<file path="config.mk">
export PLATFORM = sky130hd
export DESIGN_NAME = multicycle_controller
export DESIGN_NICKNAME = d
export VERILOG_FILES = /design/src/rtl/mc_ctrl_pkg.sv /design/src/rtl/multicycle_controller_cond_check.sv /design/src/rtl/multicycle_controller.sv
export SDC_FILE = /design/constraint.sdc
export NUM_CORES = 1
export LEC_CHECK = 0
export CORE_MARGIN = 5
export CORE_UTILIZATION = 38
export DETAILED_ROUTE_END_ITERATION = 7
export PLACE_DENSITY_LB_ADDON = 0.1
export SYNTH_ARGS = -nofsm -noshare
export SYNTH_HDL_FRONTEND = slang
export SYNTH_SLANG_ARGS = --single-unit
</file>
<file path="constraint.sdc">
create_clock -name clk -period 3.1 [get_ports clk]
set_input_delay 0.62 -clock clk [delete_from_list [all_inputs] [get_ports clk]]
set_output_delay 0.62 -clock clk [all_outputs]
set_load 0.01 [all_outputs]
</file>
<file path="src/rtl/mc_ctrl_pkg.sv">
// Shared types and encodings for the multi-cycle ARM-subset control unit.
// Optional BL support is selected with MCCTRL_BL_EN.
package mc_ctrl_pkg;

    // FSM states; encodings are fixed so the debug port is stable across builds
    typedef enum logic [3:0] {
        FETCH    = 4'd0,
        DECODE   = 4'd1,
        EXECR    = 4'd2,
        EXECI    = 4'd3,
        ALUWB    = 4'd4,
        MEMADR   = 4'd5,
        MEMREAD  = 4'd6,
        MEMWB    = 4'd7,
        MEMWRITE = 4'd8,
        BRANCH   = 4'd9,
        BXEX     = 4'd10
`ifdef MCCTRL_BL_EN
        ,
        BLINK    = 4'd11,
        BADJ     = 4'd12
`endif
    } state_e;

    // ALU operation codes
    localparam logic [3:0] ALU_ADD = 4'b0100;
    localparam logic [3:0] ALU_SUB = 4'b0010;
    localparam logic [3:0] ALU_CMP = 4'b1010;

    // ALU operand B select
    localparam logic [1:0] SRCB_RD2  = 2'b00;
    localparam logic [1:0] SRCB_IMM  = 2'b01;
    localparam logic [1:0] SRCB_FOUR = 2'b10;
    localparam logic [1:0] SRCB_ZERO = 2'b11;

    // Result bus select
    localparam logic [1:0] RES_ALUOUT = 2'b00;
    localparam logic [1:0] RES_DATA   = 2'b01;
    localparam logic [1:0] RES_ALURES = 2'b10;

    // Immediate extension select
    localparam logic [1:0] IMM_8  = 2'b00;
    localparam logic [1:0] IMM_12 = 2'b01;
    localparam logic [1:0] IMM_24 = 2'b10;

    // Condition codes that can ever evaluate true
    localparam logic [3:0] COND_EQ = 4'b0000;
    localparam logic [3:0] COND_NE = 4'b0001;
    localparam logic [3:0] COND_AL = 4'b1110;

    // Funct pattern identifying BX within the data-processing op class
    localparam logic [5:0] BX_FUNCT = 6'b010010;

    function automatic logic is_bx_instr(input logic [1:0] op, input logic [5:0] funct);
        return (op == 2'b00) && (funct == BX_FUNCT);
    endfunction

endpackage

</file>
<file path="src/rtl/multicycle_controller_cond_check.sv">
// Condition evaluation: only EQ, NE and AL are supported; all other codes never execute.
module cond_check
    import mc_ctrl_pkg::*;
(
    input  logic [3:0] cond,
    input  logic       z,
    output logic       cond_ex
);

    // Decode the condition field against the registered zero flag
    always_comb begin
        cond_ex = 1'b0;
        unique case (cond)
            COND_EQ: cond_ex = z;
            COND_NE: cond_ex = ~z;
            COND_AL: cond_ex = 1'b1;
            default: cond_ex = 1'b0;
        endcase
    end

endmodule

</file>
<file path="src/rtl/multicycle_controller.sv">
// Main control FSM of the multi-cycle ARM-subset core.
// Outputs decode combinationally from the registered state and instruction fields.
// Define MCCTRL_BL_EN to give BL its link-register path (BLINK/BADJ); otherwise BL runs as B.
module multicycle_controller
    import mc_ctrl_pkg::*;
#(
    parameter int STATE_W = 4
) (
    input  logic               clk,
    input  logic               reset,
    input  logic [3:0]         Cond,
    input  logic [1:0]         Op,
    input  logic [5:0]         Funct,
    input  logic [3:0]         Rd,
    input  logic               Z,
    output logic               PCWrite,
    output logic               AdrSrc,
    output logic               MemWrite,
    output logic               IRWrite,
    output logic               RegWrite,
    output logic               ALUSrcA,
    output logic               Z_enable,
    output logic               BLenable,
    output logic               BXenable,
    output logic [1:0]         RegSrc,
    output logic [1:0]         ImmSrc,
    output logic [1:0]         ALUSrcB,
    output logic [1:0]         ResultSrc,
    output logic [3:0]         ALUControl,
    output logic [STATE_W-1:0] state
);

    state_e state_q, state_d;
    logic   cond_ex;
    logic   is_bx;
    logic   rd_is_pc;

    cond_check u_cond_check (
        .cond    (Cond),
        .z       (Z),
        .cond_ex (cond_ex)
    );

    assign is_bx    = is_bx_instr(Op, Funct);
    assign rd_is_pc = (Rd == 4'd15);

    // Per-state control decode and next-state selection; write strobes gated off during reset
    always_comb begin
        PCWrite    = 1'b0;
        AdrSrc     = 1'b0;
        MemWrite   = 1'b0;
        IRWrite    = 1'b0;
        RegWrite   = 1'b0;
        ALUSrcA    = 1'b0;
        Z_enable   = 1'b0;
        BLenable   = 1'b0;
        BXenable   = 1'b0;
        RegSrc     = 2'b00;
        ImmSrc     = IMM_8;
        ALUSrcB    = SRCB_RD2;
        ResultSrc  = RES_ALUOUT;
        ALUControl = 4'b0000;
        state_d    = state_q;

        unique case (state_q)
            FETCH: begin
                IRWrite    = 1'b1;
                ALUSrcA    = 1'b1;
                ALUSrcB    = SRCB_FOUR;
                ALUControl = ALU_ADD;
                ResultSrc  = RES_ALURES;
                PCWrite    = 1'b1;
                state_d    = DECODE;
            end
            DECODE: begin
                // PC+4 here reads back as R15 (instruction address + 8)
                ALUSrcA    = 1'b1;
                ALUSrcB    = SRCB_FOUR;
                ALUControl = ALU_ADD;
                ResultSrc  = RES_ALURES;
                RegSrc[0]  = (Op == 2'b10);
                RegSrc[1]  = (Op == 2'b01) && !Funct[0];
                BXenable   = is_bx;
                if (!cond_ex || Op == 2'b11) begin
                    state_d = FETCH;
                end else begin
                    unique case (Op)
                        2'b00: begin
                            if (is_bx)         state_d = BXEX;
                            else if (Funct[5]) state_d = EXECI;
                            else               state_d = EXECR;
                        end
                        2'b01: state_d = MEMADR;
`ifdef MCCTRL_BL_EN
                        2'b10: state_d = Funct[4] ? BLINK : BRANCH;
`else
                        2'b10: state_d = BRANCH;
`endif
                        default: state_d = FETCH;
                    endcase
                end
            end
            EXECR, EXECI: begin
                ALUControl = Funct[4:1];
                Z_enable   = Funct[0];
                if (state_q == EXECI) begin
                    ALUSrcB = SRCB_IMM;
                    ImmSrc  = IMM_8;
                end else begin
                    ALUSrcB = SRCB_RD2;
                end
                // CMP only updates flags, so there is nothing to write back
                state_d = (Funct[4:1] == ALU_CMP) ? FETCH : ALUWB;
            end
            ALUWB: begin
                ResultSrc = RES_ALUOUT;
                RegWrite  = 1'b1;
                PCWrite   = rd_is_pc;
                state_d   = FETCH;
            end
            MEMADR: begin
                ALUSrcB    = SRCB_IMM;
                ImmSrc     = IMM_12;
                ALUControl = Funct[3] ? ALU_ADD : ALU_SUB;
                state_d    = Funct[0] ? MEMREAD : MEMWRITE;
            end
            MEMREAD: begin
                AdrSrc    = 1'b1;
                ResultSrc = RES_ALUOUT;
                state_d   = MEMWB;
            end
            MEMWB: begin
                ResultSrc = RES_DATA;
                RegWrite  = 1'b1;
                PCWrite   = rd_is_pc;
                state_d   = FETCH;
            end
            MEMWRITE: begin
                AdrSrc    = 1'b1;
                ResultSrc = RES_ALUOUT;
                MemWrite  = 1'b1;
                RegSrc    = 2'b10;
                state_d   = FETCH;
            end
`ifdef MCCTRL_BL_EN
            BLINK: begin
                // R14 <- PC (already instruction address + 4) + 0
                RegSrc     = 2'b01;
                ALUSrcA    = 1'b1;
                ALUSrcB    = SRCB_ZERO;
                ALUControl = ALU_ADD;
                ResultSrc  = RES_ALURES;
                RegWrite   = 1'b1;
                BLenable   = 1'b1;
                state_d    = BADJ;
            end
            BADJ: begin
                // Rebuild the branch base in A before the offset add
                RegSrc     = 2'b01;
                ALUSrcB    = SRCB_FOUR;
                ALUControl = ALU_ADD;
                ResultSrc  = RES_ALURES;
                state_d    = BRANCH;
            end
`endif
            BRANCH: begin
                RegSrc     = 2'b01;
                ALUSrcB    = SRCB_IMM;
                ImmSrc     = IMM_24;
                ALUControl = ALU_ADD;
                ResultSrc  = RES_ALURES;
                PCWrite    = 1'b1;
                state_d    = FETCH;
            end
            BXEX: begin
                BXenable   = 1'b1;
                ALUSrcB    = SRCB_ZERO;
                ALUControl = ALU_ADD;
                ResultSrc  = RES_ALURES;
                PCWrite    = 1'b1;
                state_d    = FETCH;
            end
            default: state_d = FETCH;
        endcase

        if (reset) begin
            PCWrite  = 1'b0;
            IRWrite  = 1'b0;
            RegWrite = 1'b0;
            MemWrite = 1'b0;
            Z_enable = 1'b0;
        end
    end

    // State register; reset abandons any in-flight instruction
    always_ff @(posedge clk) begin
        if (reset) state_q <= FETCH;
        else       state_q <= state_d;
    end

    assign state = STATE_W'(state_q);

endmodule

</file>
* Word level (Yosys, flattened, before mapping)
Index checks and enable logic that the tools add are counted.
** Storage, ports and cells
- Register bits :: 4
- Input port bits :: 19
** Operators by class
- Multiplexer cells :: 28
- Reduce and logical (&&, ||, !) cells :: 15
- Bitwise logic cells :: 1
- Eq/ne operators :: 18
** Operator list (number)
- == test 4 bit (second input constant) :: 6
- case mux 4 bit (3 select lines) :: 2
- case mux 4 bit (5 select lines) :: 1
- == test 4 x 3 -> 1 bit (second input constant) :: 4
- 2-to-1 mux 1 bit :: 13
- 2-to-1 mux 4 bit :: 3
- OR reduction 2 bit :: 5
- == test 4 x 1 -> 1 bit (second input constant) :: 2
- == test 4 x 2 -> 1 bit (second input constant) :: 2
- zero test 4 bit :: 2
- case mux 2 bit (2 select lines) :: 2
- case mux 2 bit (4 select lines) :: 1
- == test 6 x 5 -> 1 bit (second input constant) :: 1
- 2-to-1 mux 3 bit :: 2
- case mux 2 bit (3 select lines) :: 1
- == test 2 bit (second input constant) :: 2
- case mux 1 bit (2 select lines) :: 2
- OR reduction 4 bit :: 1
- case mux 1 bit (3 select lines) :: 1
- OR reduction 3 bit :: 1
- == test 2 x 1 -> 1 bit (second input constant) :: 1
- logical AND 1 bit :: 2
- zero test 1 bit :: 2
- zero test 2 bit :: 1
- other kinds (2) :: 2

* Logic depth before layout (Yosys ltp)
Gate-level depths: netlist of run 1.
- Depth after elaboration :: 6
- Gate-level depth with buffers :: 6

* By module
From an unflattened synthesis of run 1, not the netlist that was laid out.
** Second synthesis, totals
- Cell total of the unflattened synthesis :: 97
- Area, all modules :: 703.2 um^2
** Modules (own cells, without submodules)
- multicycle_controller :: seq. area each 80.1 um^2, times used 1, area an instance 669.4 um^2, cells an instance 94
- cond_check :: seq. area each 0.0 um^2, times used 1, area an instance 33.8 um^2, cells an instance 3

* Least setup slack after synthesis of run 1
OpenSTA, ideal clock, no wires.
- Path kind :: input to output
- From :: in Op[0]
- To :: out BXenable
- Path slack :: 591 ps
- Stages on the path :: 6
- Path buffers :: 0
- Data arrival time :: 1889 ps
- Cells stage by stage :: inv_1 -> ha_1 -> nand3b_1 -> or4_1 -> or3_1 -> a21oi_1
** Between the ends
- Cells in the longest elaborated chain, start to end :: 3
** RTL lines
- start: declaration :: line multicycle_controller.sv:12 : input logic [1:0] Op,
- zero test 2 bit :: line mc_ctrl_pkg.sv:55 : return (op == 2'b00) && (funct == BX_FUNCT);
- logical AND 1 bit :: line mc_ctrl_pkg.sv:55
- case mux 1 bit (2 select lines) :: line multicycle_controller.sv:65 : unique case (state_q)
- end: declaration :: line multicycle_controller.sv:24 : output logic BXenable,
Every way passes these cells.

* Final worst setup path of run 1
- From :: in Funct[0]
- To :: out BXenable
** Between the ends
- Cells in the longest elaborated chain, start to end :: 3
** RTL lines
- start: declaration :: line multicycle_controller.sv:13 : input logic [5:0] Funct,
- == test 6 x 5 -> 1 bit :: line mc_ctrl_pkg.sv:55
- logical AND 1 bit :: line mc_ctrl_pkg.sv:55
- case mux 1 bit (2 select lines) :: line multicycle_controller.sv:65
Every way passes these cells.

==> out/summary.txt, run 1 <==
Critical Path End = BXenable
Clock Tree Root = clkbuf_4
Top_reg_cell synth = dfxtp_1
Clock Sinks = 4
Setup bufs post-CTS = 0
Fin Clk Skew = 0.002894 ns
Final hold vios = 0
RR Endpoint = state[0]$_SDFF_PP0_
Floorplan row count = 15
Reg2Reg Launch Point = state[1]$_SDFF_PP0_
Htree depth = 1
Share of layout cells above drive strength 1 = 15.86%
Number of flip-flops in the largest register = 4
FF+latch area = 80.08 sq um
Count of final setup violators = 0
Post-route ant nets = 0
Final nets = 171
Yosys cell types = 41
CP Data Arrival Time = 2.40 ns
Vias per cell = 5.358
Gr usage total = 15.80%
Type of origin of the critical path = input port
Synthesis Warnings = 0
WL final = 2179 microns
CP required = 2.48 ns
HP Class = reg2reg
Hold_buf cts = 0
Synth Cell Area = 656.9 sq um
Reg2Reg Depth = 5
Ant diodes = 0
Synth area leader = dfxtp_1
Number of global-route vias before repair = 782
Worst slew pin tran = 0.6572 ns
CP Launch Point = Funct[0]
Clk pin slew, worst setup/hold paths = 0.04 ns
Layout Cells excl Fill = 162
Tcrit/Tclk final = 97.50%
Setup CP Type = in2out
Die Footprint = 2660 sq um
Total CTS buffers = 3
Max_cap viols = 0
DRT iter0 DRCs = 29
Fmax achieved = 330.8 MHz
# DRC = 0
TritonCTS clock tree = yes
TritonRoute pass-1 iters = 4
Setup TNS = 0 ns
Gpl congestion = 0.7944
Number of synthesized flops with an enable pin = 0
Max-slew violations = 0
Worst Path Max Fanout = 2
Synthesized Nets = 121
Multi-input gate area = 533.0 sq um
Worst vdd ir = 0.1832 mV
Share of the yosys chip area belonging to registers = 12.19%
Synth top area share = 12.19%
Pwr Density = 173.1 nW/um^2
Initial antenna violation count = 0
Total placed cells including tap cells = 159
Worst Setup End Kind = primary output
Skew-Pair Late Insertion Delay = 0.23 ns
R2R setup slack = 1.18 ns
Detailed Place HPWL = 1670 microns
Async set-reset flop share out of synthesis = 0%
Vias = 868
I/O pin count = 44
Run status = completed
Die Span Y = 51.58 microns
Cells after synthesis = 97
Largest net degree at the start of global routing = 18
Synthesis-to-finish area growth = 78.29%
Die X-Extent = 51.58 microns
Flops & latches, synth = 4
First-pass GRT wire length = 3298 microns
Synthesized area per cell = 6.772 sq um
Hold depth = 3
Initial Util = 38.89%
Global route total overflow = 0
Max clock buf depth = 2
RSZ-0062 raised after global routing = false
Layout fillers = 150
Tmin final = 3.023 ns
Wire per inst = 13.45 microns
Top post-synthesis cells by area = dfxtp_1 12%, ha_1 9.5%, a21oi_1 9.1%, nand2b_1 4.8%, nor3_1 4.6%
Core Area = 1689 sq um
PortBufs = 42
Leak = 0.4894 nW
Slew HR = 55.62%
-- cell type report --
class | count | area share (%)
Inverter | 5 | 1.603
Clock buffer | 3 | 1.923
Sequential cell | 4 | 6.838
Tap cell | 17 | 1.816
Multi-Input combinational cell | 81 | 45.51
Timing Repair Buffer | 52 | 42.31
-- synth_stat cells (2+ instances only) --
master,instances
o21ai_0,2
a21oi_1,12
nand2_1,5
nor2_1,7
xnor2_1,2
nand3b_1,2
nor3_1,6
xor2_1,2
nand2b_1,5
or2_2,3
or4_1,2
and2_1,3
a31oi_1,2
inv_1,5
ha_1,5
or3_1,2
nand3_1,2
dfxtp_1,4
clkbuf_1,4
-- critical path, stage by stage --
cell and delay (ns):
clkdlybuf4s50_1 0.42, nand3b_1 0.18, or4_4 0.55, or3_1 0.33, a21oi_1 0.14, buf_2 0.15
-- through the flow --
stage / cell area (sq um) / setup slack [ns] / hold slack, ns / power (mW) / utilization, %
floorplan: 656.9 / 0.5914 / 0.7100 / 0.08924 / -
global placement: 1142 / -0.2801 / 0.8150 / 0.1383 / 67.63
detailed placement: 1142 / -0.3307 / 0.8134 / 0.1389 / 67.63
CTS: 1160 / 0.08767 / 0.8236 / 0.2024 / 68.67
global route: 1171 / 0.02739 / 0.9020 / 0.2166 / 69.33
finish: 1171 / 0.07736 / 0.8451 / 0.2027 / 69.33
-- worst min-delay path by stage --
stage               slack, ns           startpoint                  end
floorplan                0.71  state[3]$_SDFF_PP0_  state[2]$_SDFF_PP0_
CTS                      0.82  state[2]$_SDFF_PP0_  state[2]$_SDFF_PP0_
global placement         0.82  state[2]$_SDFF_PP0_  state[0]$_SDFF_PP0_
finish                   0.85  state[2]$_SDFF_PP0_  state[2]$_SDFF_PP0_
global route             0.90  state[2]$_SDFF_PP0_  state[2]$_SDFF_PP0_
detailed placement       0.81  state[2]$_SDFF_PP0_  state[0]$_SDFF_PP0_
-- layout by cell type, fill, tap and decap left out, drive strengths merged, types with 2 or more instances in the layout --
cell,count
a21oi,12
or2,3
xor2,2
ha,5
inv,5
nand3,2
clkdlybuf4s50,39
dlymetal6s2s,2
nor2,7
dfxtp,4
nand2b,5
nand2,5
or4,2
o21ai,2
buf,11
or3,2
nor3,6
xnor2,2
a31oi,2
clkbuf,3
nand3b,2
and2,3
-- report_power, final --
part	internal (mW)	leakage, nW	switching (mW)
Sequential	0.0533	0.0326	0.00583
Clock	0.0432	0.0138	0.0195
Combinational	0.0495	0.443	0.0314
Total	0.146	0.489	0.0567
-- cell families (layout without fill, tap and decap cells) --
kind of cell / after synthesis / in the layout / synth area share [%]
AO/OA/AOI/OAI: 25 / 25 / 24.19
flip-flops: 4 / 4 / 12.19
buffers and inverters: 12 / 60 / 7.618
adder cells (fa/ha/maj): 5 / 5 / 9.524
AND/OR/NAND/NOR: 46 / 46 / 40.58
XOR/XNOR: 4 / 4 / 5.334
other: 1 / 1 / 0.5709
-- timing repair --
item                                   CTS  global route
gates resized for setup                  4             6
setup endpoints to repair                1             1
endpoints found under the hold margin    0             0
pin swaps                                0             1
-- routing by layer --
metal	wire length, microns	vias to the layer above	part of all wire [%]	track usage [%]
met5	0	-	0	0
met4	0	0	0	6.987
met3	164	0	7.5	1.719
met2	1113	38	51	27.97
met1	901	384	41	19.02
li1	-	446	-	-
No activity file was read; power rests on OpenSTA's default activity.
==> inputs of run 2 (changes only) <==
--- a/config.mk
+++ b/config.mk
@@ -5,7 +5,7 @@
 export SDC_FILE = /design/constraint.sdc
 export NUM_CORES = 1
 export LEC_CHECK = 0
-export CORE_MARGIN = 5
+export CORE_MARGIN = 2
 export CORE_UTILIZATION = 38
 export DETAILED_ROUTE_END_ITERATION = 7
 export PLACE_DENSITY_LB_ADDON = 0.1
==> out/summary.txt, run 2 (same netlist as run 1, synthesis figures left out) <==
Worst Setup End Kind = primary output
Wire per inst = 13.32 microns (-1.0%)
Most frequent cells in the layout = 39 x clkdlybuf4s50_1, 11 x a21oi_1, 9 x buf_4
Final setup margin = 0.09425 ns (+0.01689 ns)
Initial antenna violation count = 0 (unchanged)
Post-route ant nets = 0 (unchanged)
Multi-input gate area = 541.8 sq um (+1.6%)
Final hold vios = 0 (unchanged)
Type of origin of the critical path = input port
Reg2Reg Depth = 4 (-1)
I/O pin count = 44 (unchanged)
RSZ-0062 raised after global routing = false
PortBufs = 42 (unchanged)
Overall Power = 0.2074 mW (+2.3%)
Count of final setup violators = 0 (unchanged)
Gpl congestion = 0.8341 (+5.0%)
Number of flip-flops in the largest register = 4 (unchanged)
Clock Tree Root = clkbuf_4
Setup CP Type = in2out
Synthesis-to-finish area growth = 78.48%
DRT iter0 DRCs = 15 (-48%)
Die Span Y = 45.58 microns (-12%)
Htree depth = 1 (unchanged)
Core Area = 1670 sq um (-1.1%)
Gr usage total = 20.34% (+4.5 points)
Pwr Density = 176.9 nW/um^2 (+2.2%)
WL final = 2144 microns (-1.6%)
TritonCTS clock tree = yes
Final Util = 70.19% (+0.85 points)
Floorplan row count = 15 (unchanged)
Hold Slack = 0.7594 ns (-0.08575 ns)
Tcrit/Tclk final = 96.96% (-0.54 points)
Worst slew pin tran = 0.6361 ns (-0.02106 ns)
First-pass GRT wire length = 3236 microns (-1.9%)
Clk pin slew, worst setup/hold paths = 0.04 ns (about the same)
Most common cell after layout, fill and taps aside = clkdlybuf4s50_1
RR Endpoint = state[0]$_SDFF_PP0_
Worst Path Max Fanout = 2 (unchanged)
Detailed Place HPWL = 1633 microns (-2.2%)
Share of layout cells above drive strength 1 = 16.67% (+0.80 points)
Worst vdd ir = 0.1791 mV (-2.2%)
Vias per cell = 5.516 (+2.9%)
Clock Sinks = 4 (unchanged)
Layout fillers = 146 (-2.7%)
Slew HR = 57.04% (+1.4 points)
FF+latch area = 80.08 sq um (unchanged)
HP Class = reg2reg
Reg2Reg Launch Point = state[1]$_SDFF_PP0_
Largest net degree at the start of global routing = 22 (+4)
Global route total overflow = 0 (unchanged)
Fmax achieved = 332.7 MHz (+0.56%)
Max clock buf depth = 2 (unchanged)
Final nets = 170 (-0.58%)
Fin Clk Skew = 0.003999 ns (+0.001105 ns)
Skew-Pair Late Insertion Delay = 0.24 ns (about the same)
# DRC = 0 (unchanged)
Place WS = -0.3020 ns (+0.02874 ns)
Die Footprint = 2077 sq um (-22%)
Ant diodes = 0 (unchanged)
CP required = 2.48 ns (about the same)
Setup TNS = 0 ns (unchanged)
Vias = 888 (+2.3%)
HP Start = state[2]$_SDFF_PP0_
Run status = completed
Max_cap viols = 0 (unchanged)
Tmin final = 3.006 ns (-0.01689 ns)
Number of global-route vias before repair = 750 (-4.1%)
Hold depth = 3 (unchanged)
CP Data Arrival Time = 2.39 ns (about the same)
Sink of the worst hold path = state[0]$_SDFF_PP0_
Initial Util = 39.33% (+0.44 points)
R2R setup slack = 1.18 ns (about the same)
Leak = 0.4865 nW (-0.60%)
Max-slew violations = 0 (unchanged)
Total CTS buffers = 3 (unchanged)
Die X-Extent = 45.58 microns (-12%)
TritonRoute pass-1 iters = 4 (unchanged)
## run 2: how the worst max path moves through the flow
stage / startpoint / end / slack [ns]
6_report: Funct[3] / BXenable / 0.09
2_1_floorplan: Op[0] / BXenable / 0.59
3_3_place_gp: Op[0] / BXenable / -0.27
4_1_cts: Op[0] / BXenable / 0.01
5_1_grt: Funct[3] / BXenable / 0.06
3_5_place_dp: Op[0] / BXenable / -0.30
## run 2: layer usage
layer | vias up | share of wire, % | global-route usage [%]
met4 | 0 | 0.51 | 4.706
met2 | 27 | 55 | 36.06
li1 | 451 | - | -
met5 | - | 0 | 0
met1 | 408 | 40 | 27.25
met3 | 2 | 4.4 | 0
## run 2: per-stage QoR
step	area [sq um]	instances
detailed placement	1135	158
CTS	1159	161
global route	1172	161
global placement	1135	158
finish	1172	161
floorplan	656.9	97
## run 2: critical path, stage by stage
cell and delay [ns]:
clkdlybuf4s50_1 0.42, nand2b_1 0.18, or4_4 0.50, or3_4 0.38
a21oi_2 0.14, buf_2 0.14
## run 2: area by class of cell
cell class | count | share of cell area, %
sequential | 4 | 6.830
multi-input combinational | 81 | 46.21
tap | 17 | 1.814
clock buffer | 3 | 1.921
timing repair buffer | 51 | 41.62
inverter | 5 | 1.601
## run 2: what timing repair did
item,4_1_cts,5_1_grt
setup buffers,0,0
gates resized for setup,3,9
pin swaps,0,1
setup endpoints to repair,1,1
hold buffers,0,0
## run 2: power by group
group | internal, mW | switching (mW) | leakage [nW] | total, mW
registers | 0.0533 | 0.00420 | 0.0326 | 0.0575
clock network | 0.0434 | 0.0220 | 0.0138 | 0.0653
logic | 0.0509 | 0.0336 | 0.440 | 0.0846
==> inputs of run 3 (changes only) <==
--- a/config.mk
+++ b/config.mk
@@ -7,7 +7,9 @@
 export LEC_CHECK = 0
 export CORE_MARGIN = 2
 export CORE_UTILIZATION = 38
+export CTS_BUF_LIST = sky130_fd_sc_hd__clkbuf_16
 export DETAILED_ROUTE_END_ITERATION = 7
+export GPL_ROUTABILITY_DRIVEN = 0
 export PLACE_DENSITY_LB_ADDON = 0.1
 export SYNTH_ARGS = -nofsm -noshare
 export SYNTH_HDL_FRONTEND = slang
==> out/summary.txt, run 3 (same netlist as run 1, synthesis figures left out) <==
Layout Cells excl Fill = 161 (unchanged)
Final nets = 170 (unchanged)
CP Data Arrival Time = 2.37 ns (-0.02 ns)
HP Class = reg2reg
Most common cell after layout, fill and taps aside = clkdlybuf4s50_1
Worst Path Max Fanout = 2 (unchanged)
Htree depth = 1 (unchanged)
Tcrit/Tclk final = 96.48% (-0.48 points)
Reg2Reg Launch Point = state[1]$_SDFF_PP0_
Detailed Place HPWL = 1633 microns (unchanged)
Total CTS buffers = 3 (unchanged)
Run status = completed
Post-route ant nets = 0 (unchanged)
Type of origin of the critical path = input port
Setup TNS = 0 ns (unchanged)
First-pass GRT wire length = 3408 microns (+5.3%)
Reg2Reg Depth = 4 (unchanged)
Hold depth = 3 (unchanged)
Count of final setup violators = 0 (unchanged)
Initial Util = 39.33% (unchanged)
CP cell instances = clkdlybuf4s50_1 -> nand2b_1 -> or4_4 -> or3_4 -> a21oi_2 -> buf_2
Crit-path max cell delay = 0.50 ns (about the same)
Worst Setup End Kind = primary output
CP required = 2.48 ns (about the same)
Max_cap viols = 0 (unchanged)
CP Launch Point = Funct[3]
# DRC = 0 (unchanged)
TritonCTS clock tree = yes
Ant diodes = 0 (unchanged)
Worst slew pin tran = 0.6470 ns (+0.01092 ns)
Layout fillers = 131 (-10%)
Die X-Extent = 45.58 microns (unchanged)
Gr usage total = 21.88% (+1.5 points)
Skew-Pair Late Insertion Delay = 0.22 ns (-0.02 ns)
Sink of the worst hold path = state[0]$_SDFF_PP0_
Total placed cells including tap cells = 158 (unchanged)
Buffers & Inverters on Critical Path = 2 (unchanged)
Number of flip-flops in the largest register = 4 (unchanged)
Initial antenna violation count = 0 (unchanged)
Slew HR = 56.30% (-0.74 points)
Leak = 0.5097 nW (+4.8%)
Largest net degree at the start of global routing = 22 (unchanged)
Final hold vios = 0 (unchanged)
Floorplan row count = 15 (unchanged)
R2R setup slack = 1.18 ns (about the same)
Fin Clk Skew = 0.001575 ns (-0.002424 ns)
RR Endpoint = state[0]$_SDFF_PP0_
Max clock buf depth = 2 (unchanged)
Synthesis-to-finish area growth = 86.48%
Pwr Density = 281.4 nW/um^2 (+59%)
Die Footprint = 2077 sq um (unchanged)
Overall Power = 0.3447 mW (+66%)
TritonRoute pass-1 iters = 4 (unchanged)
Share of layout cells above drive strength 1 = 16.67% (unchanged)
RSZ-0062 raised after global routing = false
Clock Tree Root = clkbuf_16
Die Span Y = 45.58 microns (unchanged)
Clk pin slew, worst setup/hold paths = 0.03 ns (about the same)
CP max-delay cell = or4_4
I/O pin count = 44 (unchanged)
Setup CP Type = in2out
Worst vdd ir = 0.2569 mV (+43%)
WL final = 2308 microns (+7.6%)
Hold_buf cts = 0 (unchanged)
DRT iter0 DRCs = 30 (+15)
Clock Sinks = 4 (unchanged)
Setup bufs post-CTS = 0 (unchanged)
Core Area = 1670 sq um (unchanged)
CP top delay family = simple AND/OR/NAND/NOR gates
Tmin final = 2.991 ns (-0.01495 ns)
Number of global-route vias before repair = 776 (+3.5%)
HP Start = state[2]$_SDFF_PP0_
PortBufs = 42 (unchanged)
Vias per cell = 5.640 (+2.3%)
Vias = 908 (+2.3%)
Most frequent cells in the layout = 39 x clkdlybuf4s50_1, 11 x a21oi_1, 9 x buf_4
Fmax achieved = 334.4 MHz (+0.50%)
Wire per inst = 14.34 microns (+7.6%)
Global route total overflow = 0 (unchanged)
Max-slew violations = 0 (unchanged)
==> run 3: cell counts in the layout (fill, tap and decap cells not counted) <==
No cell type changed its count.
==> run 3: worst max path at each step <==
| stage | end | cells after the start |
|---|---|---|
| 2_1_floorplan | BXenable | 6 |
| 3_3_place_gp | BXenable | 8 |
| 3_5_place_dp | BXenable | 8 |
| 4_1_cts | BXenable | 8 |
| 5_1_grt | BXenable | 6 |
| 6_report | BXenable | 6 |
==> run 3: metal layers <==
metal	vias to the layer above	global-route usage, %	wire [microns]
met5	-	0	0
met4	0	8.824	47
met3	4	2.381	130
met2	40	37.46	1215
met1	418	27.49	914
li1	446	-	-
==> run 3: repair_timing <==
action / 4_1_cts / 5_1_grt
endpoints found under the setup margin: 1 / 1
hold endpoints to repair: 0 / 0
resized for setup: 3 / 9
pin swaps: 0 / 1
==> run 3: power breakdown <==
part           leakage, nW  internal [mW]  switching (mW)
sequential          0.0326         0.0534         0.00420
combinational        0.440         0.0510          0.0346
clock               0.0370          0.165          0.0366
==> run 3: layout make-up <==
class                           count  area [sq um]  share of cell area, %
Clock buffer                        3         75.07                  6.129
Inverter                            5         18.77                  1.532
Multi-Input combinational cell     81         541.8                  44.23
Sequential cell                     4         80.08                  6.537
Tap cell                           17         21.27                  1.736
Timing Repair Buffer               51         488.0                  39.84
==> run 3: tightest hold or removal path, cell delays in order, from the launching register on <==
cell     delay, ns
dfxtp_1       0.39
xor2_1        0.15
or4_1         0.12
o31ai_1       0.06
==> run 3: through the flow <==
step | hold WS [ns] | setup slack (ns) | utilization (%) | instance area (sq um)
3_5_place_dp | 0.7475 | -0.3020 | 67.94 | 1135
4_1_cts | 0.7609 | 0.01218 | 72.51 | 1211
6_report | 0.7759 | 0.1092 | 73.33 | 1225
3_3_place_gp | 0.7335 | -0.2709 | 67.94 | 1135
5_1_grt | 0.8351 | 0.08157 | 73.33 | 1225
2_1_floorplan | 0.7100 | 0.5914 | - | 656.9
